$ cat config.mk
export PLATFORM = sky130hd
export DESIGN_NAME = univ_shift_reg
export DESIGN_NICKNAME = d
export VERILOG_FILES = /design/src/rtl/univ_shift_reg.sv
export SDC_FILE = /design/constraint.sdc
export NUM_CORES = 1
export LEC_CHECK = 0
export CAP_MARGIN = 20
export CELL_PAD_IN_SITES_DETAIL_PLACEMENT = 0
export CELL_PAD_IN_SITES_GLOBAL_PLACEMENT = 1
export CORE_MARGIN = 1.5
export CORE_UTILIZATION = 31
export CTS_BUF_LIST = sky130_fd_sc_hd__clkbuf_2 sky130_fd_sc_hd__clkbuf_4 sky130_fd_sc_hd__clkbuf_8
export CTS_CLUSTER_DIAMETER = 120
export DETAILED_ROUTE_END_ITERATION = 16
export GPL_TIMING_DRIVEN = 0
export PLACE_DENSITY = 0.92
export SLEW_MARGIN = 20
export SYNTH_ARGS = -nofsm -noshare
export SYNTH_HDL_FRONTEND = slang
export SYNTH_SLANG_ARGS = --single-unit
export TNS_END_PERCENT = 1
$ cat constraint.sdc
create_clock -name clk -period 3.7 [get_ports clk]
set_input_delay 0.37 -clock clk [delete_from_list [all_inputs] [get_ports clk]]
set_output_delay 0.37 -clock clk [all_outputs]
set_load 0.01 [all_outputs]
$ cat src/rtl/univ_shift_reg.sv
// Universal shift register / register bank.
// Holds a WIDTH-bit word that updates on the edge selected by NEG_EDGE.
// Capture priority: clr > set > (ce & mode) > hold. reset is asynchronous.
// qbar, so_msb and so_lsb are plain combinational taps of q.
module univ_shift_reg #(
    parameter int               WIDTH     = 8,
    parameter bit               NEG_EDGE  = 1'b1,
    parameter logic [WIDTH-1:0] RESET_VAL = '0,
    parameter logic [WIDTH-1:0] SET_VAL   = '1
) (
    input  logic             clk,
    input  logic             reset,
    input  logic             ce,
    input  logic             clr,
    input  logic             set,
    input  logic [2:0]       mode,
    input  logic [WIDTH-1:0] d,
    input  logic             si_l,
    input  logic             si_r,
    output logic [WIDTH-1:0] q,
    output logic [WIDTH-1:0] qbar,
    output logic             so_msb,
    output logic             so_lsb
);

    localparam logic [2:0] MODE_HOLD = 3'b000;
    localparam logic [2:0] MODE_LOAD = 3'b001;
    localparam logic [2:0] MODE_SHL  = 3'b010;
    localparam logic [2:0] MODE_SHR  = 3'b011;
    localparam logic [2:0] MODE_ROTL = 3'b100;
    localparam logic [2:0] MODE_ROTR = 3'b101;
    localparam logic [2:0] MODE_ASHR = 3'b110;

    logic [WIDTH-1:0] q_q;
    logic [WIDTH-1:0] q_d;

    // Next-state selection; the reserved mode and mode 000 both hold.
    always_comb begin
        q_d = q_q;
        if (clr) begin
            q_d = RESET_VAL;
        end else if (set) begin
            q_d = SET_VAL;
        end else if (ce) begin
            case (mode)
                MODE_HOLD: q_d = q_q;
                MODE_LOAD: q_d = d;
                MODE_SHL:  q_d = {q_q[WIDTH-2:0], si_l};
                MODE_SHR:  q_d = {si_r, q_q[WIDTH-1:1]};
                MODE_ROTL: q_d = {q_q[WIDTH-2:0], q_q[WIDTH-1]};
                MODE_ROTR: q_d = {q_q[0], q_q[WIDTH-1:1]};
                MODE_ASHR: q_d = {q_q[WIDTH-1], q_q[WIDTH-1:1]};
                default:   q_d = q_q;
            endcase
        end
    end

    // State register on the configured capture edge, async reset to RESET_VAL.
    generate
        if (NEG_EDGE) begin : g_neg_edge
            always_ff @(negedge clk or posedge reset) begin
                if (reset) q_q <= RESET_VAL;
                else       q_q <= q_d;
            end
        end else begin : g_pos_edge
            always_ff @(posedge clk or posedge reset) begin
                if (reset) q_q <= RESET_VAL;
                else       q_q <= q_d;
            end
        end
    endgenerate

    // Output taps, no extra register stage.
    always_comb begin
        q      = q_q;
        qbar   = ~q_q;
        so_msb = q_q[WIDTH-1];
        so_lsb = q_q[0];
    end

endmodule

==> impl_metrics.csv <==
group,metric,value,unit
outcome,run_status,"finished clean",
route,detail_route.vias_per_cell,5.42,
timing,hold_viol_final,0,
placement,detailed_place_hpwl,1.59,mm
yosys,post_synth_xor_area_fraction,0.0248,
yosys,combinational_family_with_the_most_area_after_synthesis,"compound AO/OA/AOI/OAI gates",
timing,slew_violations,0,
clock_tree,clk_pin_slew,0.04,ns
worst_setup_path,timing.critical_path.fanout_max,10,
worst_setup_path,critPathCaptureType,"register",
power_and_ir_drop,post_route_total_power,316,µW
final_layout,final_area,1150,µm²
hold_path,hp-class,"register to register",
grt,first_global_vias,741,
route,num_vias,770,
grt,grt_start_max_net_pins,11,
die,floorplan.core_area,2170,µm²
route,drc_errors,0,
worst_setup_path,required,1.96,ns
yosys,post_synth_num_cell_types,30,
timing,worst_setup_slack_final,0.0390,ns
final_layout,syn_to_final_growth,63.3,%
final_layout,layout.cells.most_common_list,"31 x clkdlybuf4s50_1, 11 x inv_1, 8 x dfrtn_1",
timing,finalHoldWorstSlack,0.625,ns
final_layout,nNetsFinal,134,
grt,globalRoute.totalOverflow,0,
yosys,synth-adder-area-share,0,
timing,final_sum_of_negative_setup_slack,0,ns
timing,slew-limit-headroom,0.616,
worst_setup_path,critPathKind,"input pin to register",
final_layout,antenna_cells,0,
clock_tree,clk_root_buf,"clkbuf_4",
final_layout,fillCellCount,213,
route,top_layer,"met4",
clock_tree,cts_tree,"done",
placement,place.port_buffers,32,
route,drtAntennaViolNets,0,
die,die_width,50.7,µm
clock_tree,clock_buffer_depth,2,
worst_setup_path,worst_setup_path_start_kind,"input pin",
yosys,yosysWarningCount,0,
yosys,synthesis.instances,78,
worst_setup_path,reg2reg_to,"q[7]",
yosys,syn_nets,96,
clock_tree,cts.hold.buffers_added,0,
final_layout,final_layout_size_suffix_gt1_frac,0.184,
clock_tree,cts-buffers-inserted,3,
yosys,synthesis.area,706,µm²
timing,worst_slew_pin_slew,0.576,ns
clock_tree,h_tree_levels,1,
worst_setup_path,reg2reg_slack,2.36,ns
power_and_ir_drop,total_leakage_power,0.454,nW
die,initial_utilization,0.325,
timing,final_clock_skew,0.0000815,ns
yosys,simple_gate_fraction_of_synth_area,0.0957,
die,dieHeight,50.7,µm
worst_setup_path,cp-startpoint,"mode[2]",
yosys,mapped_avg_cell_area,9.05,µm²
power_and_ir_drop,vdd_ir_drop_max,0.000242,V
yosys,synth_edf_count,0,
route,wl_met2,1.05,mm
grt,grt_pass1_wl,3.39,mm
die,top_level_ports,36,
worst_setup_path,r2r-start,"q[6]",
power_and_ir_drop,power-per-cell-area,275,nW/µm²
yosys,seq_area_frac_synth,0.284,
timing,rsz_0062_raised_after_global_routing,"yes",
grt,track_usage,0.173,
route,routedWlPerCell,15.1,µm
placement,placed_area,1060,µm²
final_layout,largest_reg_flops,8,
route,wl_met1,912,µm
grt,initial_antenna_violation_count,0,
worst_setup_path,worst-r2r-cell-count,3,
hold_path,hold_path_startpoint,"q[4]",
run,max_cap_violations,0,
worst_setup_path,timing.critical_path.arrival,1.92,ns
yosys,synth_flop_cell,"dfrtn_1",
yosys,synth_compound_area_frac,0.387,
placement,gp_congestion,0.820,
clock_tree,cts.sink_count,8,
placement,dp_slack,-0.557,ns
yosys,postSynth.asyncResetShare,1.00,
yosys,synth-seq-cells,8,
clock_tree,clock_latency,0.26,ns
timing,final-setup-viol-count,0,
hold_path,timing.hold.worst_path_depth,2,
die,design.die.area,2570,µm²
route,first_pass_iters,4,
yosys,post_synth_mux_area_share,0.0709,
route,route.met3.wl,143,µm
route,drt-total-wl,2.14,mm
route,initialDrtViolationCount,24,
hold_path,worstHoldEndpoint,"q[4]",
die,rows,17,
final_layout,most_common_library_cell_in_the_layout_ignoring_fill_and_taps,"clkdlybuf4s50_1",
-- area by class of cell --
| cell class | count | area [µm²] | share of cell area |
|---|---|---|---|
| plain buffers | 9 | 67.6 | 0.0586 |
| clock buffers | 3 | 22.5 | 0.0195 |
| inverters | 11 | 41.3 | 0.0358 |
| multi-input cells | 50 | 455 | 0.395 |
| flip-flops and latches | 8 | 200 | 0.174 |
| well taps | 28 | 35.0 | 0.0304 |
| repair buffers | 33 | 330 | 0.287 |
-- routing by layer --
metal	GRT usage	vias to the layer above
met1	0.219	358
met4	0.0450	0
met3	0.0625	7
met2	0.276	32
met5	0	-
li1	-	373
-- Yosys cell counts (2+ instances only) --
master	count	share of area
inv_1	11	0.059
dfrtn_1	8	0.28
a211oi_1	6	0.064
clkbuf_1	5	0.027
mux2i_1	5	0.071
o2bb2ai_1	5	0.062
a2111oi_0	4	0.050
a21oi_1	3	0.021
nand2_1	3	0.016
a2111oi_1	2	0.028
a211oi_2	2	0.035
buf_4	2	0.021
buf_6	2	0.032
nand3_1	2	0.014
nor2_1	2	0.011
xnor2_1	2	0.025
-- critical path: stages --
cell,delay (ns)
clkdlybuf4s50_1,0.45
or3_4,0.37
a311oi_4,0.33
buf_6,0.20
a21oi_1,0.08
o31a_1,0.13
-- where the power goes --
| part | switching [mW] | internal (mW) |
|---|---|---|
| registers | 0.0114 | 0.0970 |
| clock network | 0.0300 | 0.0371 |
| logic | 0.0631 | 0.0778 |
| total | 0.105 | 0.212 |
-- metrics by stage --
step	cells	utilization
final	142	0.531
after global placement	138	0.489
after CTS	141	0.513
after detailed placement	138	0.489
after floorplan	78	-
after global routing	142	0.531
-- timing repair --
| action | CTS | global route |
|---|---|---|
| pin swaps | 1 | 2 |
| buffers inserted | 0 | 1 |
| endpoints found under the setup margin | 8 | 8 |
| resized for setup | 7 | 13 |
-- cell families after synthesis --
logic type,after synthesis
muxes,5
AOI/OAI and AO/OA,31
buffers and inverters,20
xor gates and xnor gates,2
DFF,8
and+or+nand+nor,12
-- worst max-delay path by stage --
| stage | slack [ns] | end | cells past startpoint |
|---|---|---|---|
| 2_1_floorplan | 0.12 | q[3] | 6 |
| 5_1_grt | -0.04 | q[7] | 6 |
| 6_report | 0.04 | q[0] | 6 |
| 4_1_cts | -0.02 | q[0] | 6 |
| 3_3_place_gp | -0.52 | q[3] | 6 |
| 3_5_place_dp | -0.56 | q[3] | 6 |
Power figures use the tool's default switching activity.
==> patch (same flow settings) <==
Make the reset (`reset`) synchronous in 2 clocked blocks. Comments in the files are not updated.
--- a/src/rtl/univ_shift_reg.sv
+++ b/src/rtl/univ_shift_reg.sv
@@ -59,10 +59,10 @@
     generate
         if (NEG_EDGE) begin : g_neg_edge
-            always_ff @(negedge clk or posedge reset) begin
+            always_ff @(negedge clk) begin
                 if (reset) q_q <= RESET_VAL;
                 else       q_q <= q_d;
             end
         end else begin : g_pos_edge
-            always_ff @(posedge clk or posedge reset) begin
+            always_ff @(posedge clk) begin
                 if (reset) q_q <= RESET_VAL;
                 else       q_q <= q_d;
Behaviour: differs if reset is asserted again (counterexample within 4 cycles, from zero or initial values and one cycle with reset high); with reset held inactive, the same outputs for 10 cycles.
==> patch against the unedited design <==
- power fell by 1.2%
- sequential cell count did not move
- register-to-register slack improved by 70 ps
- sequential power fell by 6%
- non-clock buffer count did not move
- worst hold slack got worse by 20 ps
- count of clock-buffer cells in the layout did not move
- wire length fell by 0.70%
- die area fell by 1.8%
- cell count rose by 13%
- cell area fell by 1.6%
- area after synthesis fell by 2.0%
- setup slack improved by 46 ps
==> patch: results (changes against the unedited design) <==
[worst_setup_path]
critPathMaxStageDelay_ps=590  ; +140 ps
reg2reg_slack_ps=2430  ; +70 ps
critPathCapture=q[2]
cp.arrival_ps=2020  ; +100 ps

[drt]
routed_wirelength_um=2130  ; -0.70%
wl_met2_um=1010  ; -3.5%
drt-met1-wl_um=942  ; +3.3%
drt_iter0_drc=29  ; +21%

[logic_synthesis]
async_flop_share_pct=0  ; -100 points
synth_cells=88  ; +13%
yosysSeqAreaShare_pct=23.1  ; -5.2 points
netlist_top_cells_count=a21oi_1, inv_1, dfxtp_1
ys_types=31  ; +3.3%

[placed_design]
preCtsSetupSlack_ps=-299  ; +258 ps
dpl.hpwl_um=1590  ; about the same
place_congestion=0.805  ; -1.8%
post-place-cells=150  ; +8.7%

[status]
status=finished clean

[timing]
fin_skew_ps=8.84  ; +8.76 ps
layout_setup_ws_ps=85.1  ; +46.1 ps

[final_layout]
layout.nonclk_buf_share_pct=35.0  ; +0.46 points
seq_area_um2=161  ; -19%
stdcell_count=160  ; +13%
nFlopsAndLatches=8  ; unchanged
drive_above_1_share_pct=15.8  ; -2.6 points
fillers=197  ; -7.5%

[grt]
met2_usage_pct=27.4  ; -0.22 points
grt_pass1_vias=803  ; +8.4%

[pwr]
peakVddDrop_uv=188  ; -22%
leakagePower_nw=0.445  ; -2.0%
p_switching_uw=108  ; +2.9%

[clock_tree]
worstSkewPairLatency_ps=320  ; +60 ps
cts_resized=0  ; -7

[patch: cell types whose count changed after synthesis, sizes merged, moves of 5 or more]
cell     delta
clkbuf      -5
a21oi       +8
o221a       +6
o2bb2ai     -5
dfrtn       -8
dfxtp       +8
nor2b       +5
a211oi      -8
[patch: worst min-delay path by stage]
| stage | startpoint | end | slack (ps) | depth (start not counted) |
|---|---|---|---|---|
| 2_1_floorplan | q[2] | q[2] | 630 | 1 |
| 3_3_place_gp | q[3] | q[3] | 600 | 1 |
| 3_5_place_dp | q[4] | q[4] | 600 | 1 |
| 4_1_cts | q[4] | q[4] | 600 | 1 |
| 5_1_grt | q[2] | q[2] | 650 | 1 |
| 6_report | q[3] | q[3] | 600 | 1 |
[patch: worst max-delay path: cells and delay by family]
family | cells | cell delay [ps]
compound gates | 3 | 620
buf+inv | 3 | 1020
[patch: cell families after synthesis]
family	Yosys count
buf+inv	17
xor+xnor	2
flops	8
mux	5
simple gates	24
compound gates	32
